## src/rtl/risc16ba.sv

```systemverilog
`default_nettype none
// ============================================================================
// Module   : risc16ba
// Brief    : 4-phase (F/D/E/W) 16-bit RISC core, full forwarding, no stalls.
// Revision : 1.0 - initial release
// ============================================================================

module risc16ba_regfile (
    input  logic        clk,
    input  logic        rst,
    input  logic        i_we,
    input  logic [2:0]  i_waddr,
    input  logic [15:0] i_wdata,
    input  logic [2:0]  i_raddr1,
    input  logic [2:0]  i_raddr2,
    output logic [15:0] o_rdata1,
    output logic [15:0] o_rdata2
);
    logic [15:0] register0, register1, register2, register3;
    logic [15:0] register4, register5, register6, register7;

    always_ff @(posedge clk) begin
        if (rst) begin
            register0 <= 16'h0000;
            register1 <= 16'h0000;
            register2 <= 16'h0000;
            register3 <= 16'h0000;
            register4 <= 16'h0000;
            register5 <= 16'h0000;
            register6 <= 16'h0000;
            register7 <= 16'h0000;
        end else if (i_we) begin
            case (i_waddr)
                3'd0: register0 <= i_wdata;
                3'd1: register1 <= i_wdata;
                3'd2: register2 <= i_wdata;
                3'd3: register3 <= i_wdata;
                3'd4: register4 <= i_wdata;
                3'd5: register5 <= i_wdata;
                3'd6: register6 <= i_wdata;
                default: register7 <= i_wdata;
            endcase
        end
    end

    function automatic logic [15:0] f_read(input logic [2:0] a,
        input logic [15:0] r0, input logic [15:0] r1, input logic [15:0] r2,
        input logic [15:0] r3, input logic [15:0] r4, input logic [15:0] r5,
        input logic [15:0] r6, input logic [15:0] r7);
        case (a)
            3'd0: f_read = r0;
            3'd1: f_read = r1;
            3'd2: f_read = r2;
            3'd3: f_read = r3;
            3'd4: f_read = r4;
            3'd5: f_read = r5;
            3'd6: f_read = r6;
            default: f_read = r7;
        endcase
    endfunction

    assign o_rdata1 = f_read(i_raddr1, register0, register1, register2, register3,
                             register4, register5, register6, register7);
    assign o_rdata2 = f_read(i_raddr2, register0, register1, register2, register3,
                             register4, register5, register6, register7);
endmodule

module risc16ba (
    input  logic        clk,
    input  logic        rst,
    input  logic [15:0] idin,
    output logic [15:0] iaddr,
    output logic        ioe,
    input  logic [15:0] ddin,
    output logic [15:0] ddout,
    output logic [15:0] daddr,
    output logic        doe,
    output logic        dwe0,
    output logic        dwe1
);
    localparam logic [4:0] c_OP_RTYPE = 5'b00000;
    localparam logic [4:0] c_OP_ADDI  = 5'b00100;
    localparam logic [4:0] c_OP_LLI   = 5'b00101;
    localparam logic [4:0] c_OP_LUI   = 5'b00110;
    localparam logic [4:0] c_OP_ANDI  = 5'b00111;
    localparam logic [4:0] c_OP_ORI   = 5'b01000;
    localparam logic [4:0] c_OP_BNEZ  = 5'b10000;
    localparam logic [4:0] c_OP_BEQZ  = 5'b10001;
    localparam logic [4:0] c_OP_BMI   = 5'b10010;
    localparam logic [4:0] c_OP_BPL   = 5'b10011;
    localparam logic [4:0] c_OP_J     = 5'b11000;

    localparam logic [4:0] c_FN_MV  = 5'b00001;
    localparam logic [4:0] c_FN_NOT = 5'b00010;
    localparam logic [4:0] c_FN_XOR = 5'b00011;
    localparam logic [4:0] c_FN_ADD = 5'b00100;
    localparam logic [4:0] c_FN_SUB = 5'b00101;
    localparam logic [4:0] c_FN_SL  = 5'b01000;
    localparam logic [4:0] c_FN_SR  = 5'b01001;
    localparam logic [4:0] c_FN_AND = 5'b01010;
    localparam logic [4:0] c_FN_OR  = 5'b01011;
    localparam logic [4:0] c_FN_ST  = 5'b10000;
    localparam logic [4:0] c_FN_LD  = 5'b10001;
    localparam logic [4:0] c_FN_SBU = 5'b10010;
    localparam logic [4:0] c_FN_LBU = 5'b10011;

    localparam logic [3:0] c_ALU_PASSA = 4'd0;
    localparam logic [3:0] c_ALU_PASSB = 4'd1;
    localparam logic [3:0] c_ALU_NOTB  = 4'd2;
    localparam logic [3:0] c_ALU_XOR   = 4'd3;
    localparam logic [3:0] c_ALU_ADD   = 4'd4;
    localparam logic [3:0] c_ALU_SUB   = 4'd5;
    localparam logic [3:0] c_ALU_SHL   = 4'd6;
    localparam logic [3:0] c_ALU_SHR   = 4'd7;
    localparam logic [3:0] c_ALU_AND   = 4'd8;
    localparam logic [3:0] c_ALU_OR    = 4'd9;

    // True for every instruction that writes rd in W.
    function automatic logic f_writes(input logic [4:0] op, input logic [4:0] fn);
        case (op)
            c_OP_RTYPE: begin
                case (fn)
                    c_FN_MV, c_FN_NOT, c_FN_XOR, c_FN_ADD, c_FN_SUB, c_FN_SL,
                    c_FN_SR, c_FN_AND, c_FN_OR, c_FN_LD, c_FN_LBU: f_writes = 1'b1;
                    default: f_writes = 1'b0;
                endcase
            end
            c_OP_ADDI, c_OP_LLI, c_OP_LUI, c_OP_ANDI, c_OP_ORI: f_writes = 1'b1;
            default: f_writes = 1'b0;
        endcase
    endfunction

    logic [15:0] if_pc, if_ir, rf_pc, rf_ir, rf_treg1, rf_treg2, rf_imm;
    logic [15:0] ex_ir, ex_result, ex_forwarding;
    logic [15:0] alu_ain, alu_bin;
    logic [3:0]  alu_op;
    logic        reg_we, if_pc_we;

    logic [15:0] w_rf_rdata1, w_rf_rdata2, w_d_val1, w_d_val2, w_d_imm;
    logic [15:0] w_alu_out, w_ex_value, w_br_target, w_pc_next;
    logic [7:0]  w_ld_byte;
    logic [2:0]  w_d_rd, w_d_rs, w_e_dst, w_w_dst;
    logic        w_e_wr, w_w_wr, w_taken;
    logic        w_is_ld, w_is_lbu, w_is_st, w_is_sbu;
    logic [4:0]  w_e_op, w_e_fn;

    assign iaddr         = if_pc;
    assign ioe           = ~rst;
    assign if_pc_we      = ~rst;
    assign ex_forwarding = ex_result;

    // ---------------- D: operand read with E > W > register-file priority
    assign w_d_rd  = if_ir[10:8];
    assign w_d_rs  = if_ir[7:5];
    assign w_e_dst = rf_ir[10:8];
    assign w_w_dst = ex_ir[10:8];
    assign w_e_wr  = f_writes(rf_ir[15:11], rf_ir[4:0]);
    assign w_w_wr  = f_writes(ex_ir[15:11], ex_ir[4:0]);
    assign reg_we  = w_w_wr & ~rst;

    risc16ba_regfile reg_file_inst (
        .clk      (clk),
        .rst      (rst),
        .i_we     (reg_we),
        .i_waddr  (w_w_dst),
        .i_wdata  (ex_forwarding),
        .i_raddr1 (w_d_rd),
        .i_raddr2 (w_d_rs),
        .o_rdata1 (w_rf_rdata1),
        .o_rdata2 (w_rf_rdata2)
    );

    assign w_d_val1 = (w_e_wr && (w_e_dst == w_d_rd)) ? w_ex_value    :
                      (w_w_wr && (w_w_dst == w_d_rd)) ? ex_forwarding : w_rf_rdata1;
    assign w_d_val2 = (w_e_wr && (w_e_dst == w_d_rs)) ? w_ex_value    :
                      (w_w_wr && (w_w_dst == w_d_rs)) ? ex_forwarding : w_rf_rdata2;

    always_comb begin
        w_d_imm = 16'h0000;
        case (if_ir[15:11])
            c_OP_ADDI, c_OP_BNEZ, c_OP_BEQZ, c_OP_BMI, c_OP_BPL:
                w_d_imm = {{8{if_ir[7]}}, if_ir[7:0]};
            c_OP_LLI, c_OP_ANDI, c_OP_ORI:
                w_d_imm = {8'h00, if_ir[7:0]};
            c_OP_LUI:
                w_d_imm = {if_ir[7:0], 8'h00};
            c_OP_J:
                w_d_imm = {{5{if_ir[10]}}, if_ir[10:0]};
            default: w_d_imm = 16'h0000;
        endcase
    end

    // ---------------- E: ALU, branch resolution, data port
    assign w_e_op = rf_ir[15:11];
    assign w_e_fn = rf_ir[4:0];

    always_comb begin
        alu_ain  = rf_treg1;
        alu_bin  = rf_treg2;
        alu_op   = c_ALU_PASSA;
        w_is_ld  = 1'b0;
        w_is_lbu = 1'b0;
        w_is_st  = 1'b0;
        w_is_sbu = 1'b0;
        case (w_e_op)
            c_OP_RTYPE: begin
                case (w_e_fn)
                    c_FN_MV:  alu_op = c_ALU_PASSB;
                    c_FN_NOT: alu_op = c_ALU_NOTB;
                    c_FN_XOR: alu_op = c_ALU_XOR;
                    c_FN_ADD: alu_op = c_ALU_ADD;
                    c_FN_SUB: alu_op = c_ALU_SUB;
                    c_FN_SL:  alu_op = c_ALU_SHL;
                    c_FN_SR:  alu_op = c_ALU_SHR;
                    c_FN_AND: alu_op = c_ALU_AND;
                    c_FN_OR:  alu_op = c_ALU_OR;
                    c_FN_ST:  w_is_st  = 1'b1;
                    c_FN_LD:  w_is_ld  = 1'b1;
                    c_FN_SBU: w_is_sbu = 1'b1;
                    c_FN_LBU: w_is_lbu = 1'b1;
                    default:  alu_op = c_ALU_PASSA;
                endcase
            end
            c_OP_ADDI: begin alu_op = c_ALU_ADD;   alu_bin = rf_imm; end
            c_OP_LLI:  begin alu_op = c_ALU_PASSB; alu_bin = rf_imm; end
            c_OP_LUI:  begin alu_op = c_ALU_PASSB; alu_bin = rf_imm; end
            c_OP_ANDI: begin alu_op = c_ALU_AND;   alu_bin = rf_imm; end
            c_OP_ORI:  begin alu_op = c_ALU_OR;    alu_bin = rf_imm; end
            default:   alu_op = c_ALU_PASSA;
        endcase
    end

    always_comb begin
        w_alu_out = alu_ain;
        case (alu_op)
            c_ALU_PASSB: w_alu_out = alu_bin;
            c_ALU_NOTB:  w_alu_out = ~alu_bin;
            c_ALU_XOR:   w_alu_out = alu_ain ^ alu_bin;
            c_ALU_ADD:   w_alu_out = alu_ain + alu_bin;
            c_ALU_SUB:   w_alu_out = alu_ain - alu_bin;
            c_ALU_SHL:   w_alu_out = {alu_bin[14:0], 1'b0};
            c_ALU_SHR:   w_alu_out = {1'b0, alu_bin[15:1]};
            c_ALU_AND:   w_alu_out = alu_ain & alu_bin;
            c_ALU_OR:    w_alu_out = alu_ain | alu_bin;
            default:     w_alu_out = alu_ain;
        endcase
    end

    // rf_pc already holds branch_pc + 2 while the branch is in E.
    assign w_br_target = rf_pc + rf_imm;

    always_comb begin
        w_taken = 1'b0;
        case (w_e_op)
            c_OP_BNEZ: w_taken = (rf_treg1 != 16'h0000);
            c_OP_BEQZ: w_taken = (rf_treg1 == 16'h0000);
            c_OP_BMI:  w_taken = rf_treg1[15];
            c_OP_BPL:  w_taken = ~rf_treg1[15];
            c_OP_J:    w_taken = 1'b1;
            default:   w_taken = 1'b0;
        endcase
    end

    assign daddr = ((w_is_ld | w_is_lbu | w_is_st | w_is_sbu) & ~rst) ? rf_treg2 : 16'h0000;
    assign ddout = rst      ? 16'h0000 :
                   w_is_st  ? rf_treg1 :
                   w_is_sbu ? {rf_treg1[7:0], rf_treg1[7:0]} : 16'h0000;
    assign doe   = (w_is_ld | w_is_lbu) & ~rst;
    assign dwe0  = (w_is_st | (w_is_sbu & ~rf_treg2[0])) & ~rst;
    assign dwe1  = (w_is_st | (w_is_sbu &  rf_treg2[0])) & ~rst;

    assign w_ld_byte  = rf_treg2[0] ? ddin[7:0] : ddin[15:8];
    assign w_ex_value = w_is_ld  ? ddin :
                        w_is_lbu ? {8'h00, w_ld_byte} : w_alu_out;

    assign w_pc_next = w_taken ? w_br_target : (if_pc + 16'd2);

    always_ff @(posedge clk) begin
        if (rst) begin
            if_pc     <= 16'h0000;
            if_ir     <= 16'h0000;
            rf_pc     <= 16'h0000;
            rf_ir     <= 16'h0000;
            rf_treg1  <= 16'h0000;
            rf_treg2  <= 16'h0000;
            rf_imm    <= 16'h0000;
            ex_ir     <= 16'h0000;
            ex_result <= 16'h0000;
        end else begin
            if (if_pc_we) begin
                if_pc <= w_pc_next;
            end
            rf_pc     <= if_pc;
            if_ir     <= w_taken ? 16'h0000 : idin;
            rf_ir     <= w_taken ? 16'h0000 : if_ir;
            rf_treg1  <= w_d_val1;
            rf_treg2  <= w_d_val2;
            rf_imm    <= w_d_imm;
            ex_ir     <= rf_ir;
            ex_result <= w_ex_value;
        end
    end

    logic w_unused;
    assign w_unused = &{1'b0, rf_ir[7:5], ex_ir[7:5]};
endmodule
`default_nettype wire

```

## config.mk

```make
export PLATFORM = sky130hd
export DESIGN_NAME = risc16ba
export DESIGN_NICKNAME = d
export VERILOG_FILES = /design/src/rtl/risc16ba.sv
export SDC_FILE = /design/constraint.sdc
export NUM_CORES = 1
export LEC_CHECK = 0
export BUFFER_PORTS_ARGS = -buffer_cell sky130_fd_sc_hd__clkbuf_2
export CELL_PAD_IN_SITES_DETAIL_PLACEMENT = 1
export CELL_PAD_IN_SITES_GLOBAL_PLACEMENT = 1
export CORE_UTILIZATION = 47
export DETAILED_ROUTE_END_ITERATION = 12
export GPL_ROUTABILITY_DRIVEN = 1
export PLACE_DENSITY_LB_ADDON = 0.2
export SYNTH_ARGS = -nofsm -noshare
export SYNTH_HDL_FRONTEND = slang
export SYNTH_SLANG_ARGS = --single-unit
```

## constraint.sdc

```tcl
create_clock -name clk -period 5.5 [get_ports clk]
set_input_delay 1.1 -clock clk [delete_from_list [all_inputs] [get_ports clk]]
set_output_delay 1.1 -clock clk [all_outputs]
set_load 0.02 [all_outputs]
```

# After elaboration in Yosys (flattened, before gate mapping)

Memories as Yosys holds them, arrays and structs flattened. A register that Yosys moved wholly into a read port is not among the register bits.
Index checks and enable logic that the tools add are counted.
Widths: inputs -> output; s select.

Register bits: 272
Bits in read-only memories: 64
Output and inout bits: 52
Word-level logic and storage cells: 170
Memories kept: 2

Memories:

| name             | words | bits a word | rd ports | clocked after memory_dff | write ports | line | RTL |
|---|---|---|---|---|---|---|---|
| (name not given) | 32    | 1           | 1        | 1                        | 0           | 122  | `case (fn)` |
| (name not given) | 32    | 1           | 1        | 1                        | 0           | 122  |  |

$add $sub $neg: 4
Eq/ne operators: 69
Mux-type cells: 32
Bitwise logic cells: 20
Reductions and logical operators: 26

Operator list:

| kind                  | number |
|---|---|
| $pmux 16 s7           | 2 |
| $mux 16               | 12 |
| $pmux 16 s9           | 1 |
| $eq 5x3->1 const B    | 14 |
| $eq 5x5->1 const B    | 14 |
| $pmux 16 s4           | 1 |
| $pmux 4 s9            | 1 |
| $eq 5x4->1 const B    | 7 |
| $add 16x16->16        | 2 |
| $eq 3x3->1 const B    | 9 |
| $pmux 4 s5            | 1 |
| $eq 3x2->1 const B    | 6 |
| $add 16x2->16 const B | 1 |
| $and 16x16->16        | 1 |
| $eq 4x3->1 const B    | 4 |
| $logic_not 16->1      | 1 |
| $not 16->16           | 1 |
| $or 16x16->16         | 1 |
| $reduce_and 2->1      | 8 |
| $reduce_bool 16->1    | 1 |
| $sub 16x16->16        | 1 |
| $xor 16x16->16        | 1 |
| $reduce_or 5->1       | 3 |
| $eq 3x3->1            | 4 |
| other kinds (20)      | 54 |

# Depth between registers and ports, before layout

Depth after elaboration: 8
Depth in mapped cells: 21

# Modules after synthesis

From an unflattened synthesis, not the netlist that was laid out.

Cells, all modules: 2049
Area total of the unflattened synthesis: 16195.5 um^2

Modules (own cells, without submodules):

| module           | instances | cells an instance | area an instance (um^2) |
|---|---|---|---|
| risc16ba         | 1         | 1138              | 9268.9 |
| risc16ba_regfile | 1         | 911               | 6926.6 |

# Worst setup path after synthesis

OpenSTA, ideal clock, no wires.

Kind: reg2reg
Start: register rf_ir[11]
End: register rf_treg1[14] (netlist: alu_ain[14])
Data arrival time: 4.735 ns
Required time: 5.366 ns
Path slack: 0.630 ns
Cell stages (with the launch flop): 21
Clock period less this slack: 4.870 ns
Cells stage by stage: dfxtp_1 > buf_6 > or4b_4 > a21oi_4 > buf_12 > mux2i_2 > clkinv_1 > nor3_1 > nand2_1 > nand2_1 > xnor2_1 > ha_1 > or4_1 > o21bai_1 > a41oi_1 > nor2_1 > o41ai_1 > xor2_1 > o211ai_1 > a22oi_1 > a211oi_1

Cells in the longest elaborated chain, start to end: 8
Elaborated cells on any way between the ends: 33

RTL lines:

| item                                                                       | line     | RTL |
|---|---|---|
| from (decl)                                                                | 133      | `logic [15:0] if_pc, if_ir, rf_pc, rf_ir, rf_treg1, rf_treg2, rf_imm;` |
| from (signal assigned)                                                     | 295      | `rf_ir <= w_taken ? 16'h0000 : if_ir;` |
| $eq 5x4->1 / $eq 5x3->1 (equally long branches)                            | 120, 205 |  |
| $reduce_or 5->1 (no source line) / $reduce_or 2->1 (equally long branches) | --       |  |
| $mux 16 / $pmux 4 s5 (equally long branches)                               | 205      | `case (w_e_op)` |
| $sub 16x16->16, or another cell as far along                               | 240      | `c_ALU_SUB: w_alu_out = alu_ain - alu_bin;` |
| $pmux 16 s9                                                                | 235      | `case (alu_op)` |
| $mux 16                                                                    | 274      | `w_is_lbu ? {8'h00, w_ld_byte} : w_alu_out;` |
| $mux 16                                                                    | 273      | `assign w_ex_value = w_is_ld ? ddin :` |
| $mux 16 (*)                                                                | 173      | `assign w_d_val1 = (w_e_wr && (w_e_dst == w_d_rd)) ? w_ex_value :` |
| to (signal assigned)                                                       | 296      | `rf_treg1 <= w_d_val1;` |
| to (decl)                                                                  | 133      |  |

Every way passes the cells marked *; elsewhere a longest branch is shown, timed or not.
A chain may end at the register's enable or synchronous reset.

# Worst setup path after layout

Start: register rf_ir[14]
End: register rf_treg1[14] (netlist: alu_ain[14])

Same word-level chain as after synthesis.

==> impl_metrics.yaml <==
setup_path:
  critPathArrivalTime_ps: 5610
  path_common_cell: "nand2_1"
  reg2reg_from: "rf_ir[14]"
  cp.required_ps: 5900
  crit_path_max_incr_delay_ps: 560
  rr_endpoint: "alu_ain[14]"
  path_class: "register to register"
  crit_chain: "or4b_4 > a21oi_4 > buf_12 > mux2i_1 > inv_1 > nor3_2 > nand2_1 > nand2_1 > xnor2_1 > ha_1 > or4_1 > o21bai_1 > a41oi_1 > nor2_1 > o41ai_1 > xor2_1 > o211ai_1 > a22oi_1 > a211oi_1"
  start_kind: "register"
  crit_path_start: "rf_ir[14]"
  rrSetupSlack_ps: 300
  crit_slowest_cell: "or4_1"
  crit_path_max_fanout: 11
  endpoint_kind: "register"
  reg2reg_depth: 19
route:
  met2WireLength_microns: 28710
  drt_pass1_iterations: 5
  wl_met1_microns: 24800
  drtIter0Drc: 1172
  wl_met3_microns: 3524
  drc_errors: 0
  ant_nets: 0
  vias_per_cell: 6.240
  wl_microns: 59390
  avgRoutedWirePerCell_microns: 24.43
  num_vias: 15170
  highest_layer: "met4"
placed_design:
  io_buffers: 85
  routabilityCongestion: 0.9844
  dp_hpwl_microns: 41270
  dp_cells: 2370
pwr:
  power.density_mw_per_mm2: 314.9
  finalPower_mw: 5.534
  peakVddDrop_mv: 0.2721
  cellLeakagePower_nw: 7.299
synthesis:
  synth_mux_area_frac: 0.1142
  ys_async_sr_fraction: 0
  synth_top_area_cell: "dfxtp_1"
  synth_top_family_by_area: "simple AND/OR/NAND/NOR gates"
  ys_top_cells_by_area: "dfxtp_1, mux2i_1, nand2_1"
  yosysMostFrequentCell: "dfxtp_1"
  synth_compound_area_frac: 0.1954
  ys_seq_area_frac: 0.3315
  avgSynthCellArea_sq_um: 8.131
  yosys_warnings: 0
  ys.flop_type: "dfxtp_1"
  synthAdderAreaFrac: 0.05295
  syn_nets: 2053
  synth_top_cells_by_count: "dfxtp_1, nand2_1, nor2_1"
  synth-xor-area-share: 0.03538
  synth_seq_cells: 263
  synth_top_area_frac: 0.3315
  syn_area_sq_mm: 0.01588
  syn_inst: 1953
  synthSimpleGateAreaFrac: 0.2121
  synth_enable_flop_cells: 0
  synth.distinct_cells: 93
timing:
  fin_tns_setup_ps: 0
  layout_min_cycle_time_ps: 5204
  hold_violations: 0
  skew_ps: 11.11
  setup_viol_count_final: 0
  drv_slew: 0
  fmax_mhz: 192.1
  max_slew_margin: 0.1940
  min_period_over_period: 0.9463
  worst_pin_slew_ps: 1192
final_layout:
  drive_gt1_frac: 0.1338
  seq_area_sq_mm: 0.005271
  syn_to_final_growth_pct: 10.68
  multiInputGateArea_sq_mm: 0.009739
  fin_util: 0.5348
  fin_nets: 2064
  stdcell_count: 2431
  n_fill_cell: 4015
global_route:
  grt_max_degree: 170
  grt_pass1_vias: 15170
  antenna_found_initial: 1
  gr-total-overflow: 0
  track_usage: 0.3432
  grt_pass1_wl_microns: 90140
clocking:
  path_clk_slew_ps: 60
  max-clock-path-buffers: 3
  cts_made_buffers: 31
  clk_latency_ps: 560
  cts_sinks: 263
  cts_tree: "done"
  h-tree-depth: 1
  clock-root-buffer: "clkbuf_16"
floorplanning:
  initial_core_util: 0.4832
  pin_count: 86
  core_sq_mm: 0.03287
  rows: 66
  die_area_sq_mm: 0.03453
  fp.dieH_microns: 185.8
  die-width_microns: 185.8
hold_path:
  min_path_type: "register to register"
  min_path_cells: 2
  min-delay-start: "reg_file_inst.register7[5]"
  hold_end: "reg_file_inst.register7[5]"
run:
  drv_cap: 0
outcome:
  status: "finished clean"
[critical path: cells and delay by family (launching register included)]
kind,cells,cell delay [ps]
fa+ha+maj,1,190
buf+inv,2,290
simple gates,6,1760
xor+xnor,2,300
mux,1,240
compound gates,7,1720
flops,1,530
[per-stage QoR]
step	setup slack (ps)	hold slack (ps)	area, sq um
finish	295.5	473.6	17580
global route	-22.02	492.5	17570
CTS	116.2	474.1	17530
detailed placement	150.6	465.8	16510
global placement	299.5	452.5	16510
floorplan	630.5	442.7	15880
[placed cells by master (no fill, tap or decap), types with 15 or more instances in the layout]
cell type,count
buf_4,42
o21ai_0,80
nor2_1,220
o221ai_1,19
and2_1,35
nor3_1,45
mux2i_1,103
o22ai_1,28
a211oi_1,45
a31oi_1,17
mux2_2,22
nand2_1,260
inv_1,48
xnor2_1,33
nand3_1,25
o211ai_1,15
dfxtp_1,258
clkbuf_2,84
a21oi_1,161
and3_1,34
a221oi_1,18
ha_1,64
xor2_1,28
nor2b_1,35
mux4_2,19
clkbuf_16,31
[power by group]
group / leakage [nW] / switching (mW) / total [mW] / internal (mW)
clock: 0.504 / 0.812 / 2.07 / 1.26
sequential: 2.14 / 0.184 / 2.17 / 1.98
combinational: 4.66 / 0.818 / 1.30 / 0.479
total: 7.30 / 1.81 / 5.53 / 3.72
[area by class of cell]
class | count | share of cell area
well taps | 442 | 0.03147
flip-flops and latches | 263 | 0.2999
diodes | 1 | 0.0001424
multi-input cells | 1487 | 0.5541
clock inverters | 9 | 0.007261
inverters | 52 | 0.01111
repair buffers | 129 | 0.04478
clock buffers | 48 | 0.05119
[logic make-up after synthesis]
kind of cell	after synthesis
compound gates	484
flops	263
mux	152
fa+ha+maj	66
buf+inv	203
simple gates	723
xor+xnor	62
[how the worst max path moves through the flow]
stage	endpoint	slack (ps)
floorplan	alu_ain[14]	630
finish	alu_ain[14]	300
detailed placement	alu_ain[14]	150
global route	alu_ain[14]	-20
CTS	alu_ain[14]	120
global placement	rf_treg2[14]	300
[repair_timing]
| item | in CTS | in global routing |
|---|---|---|
| setup buffers | 0 | 3 |
| hold buffers | 0 | 0 |
| setup endpoints to repair | 0 | 10 |
| gates resized for setup | 0 | 1 |
[routing by layer]
| metal | vias up | track usage |
|---|---|---|
| li1 | 6950 | - |
| met1 | 7525 | 0.4284 |
| met2 | 548 | 0.5879 |
| met3 | 146 | 0.04774 |
| met4 | 0 | 0.1475 |
| met5 | - | 0 |
(Power assumes the default switching activity.)
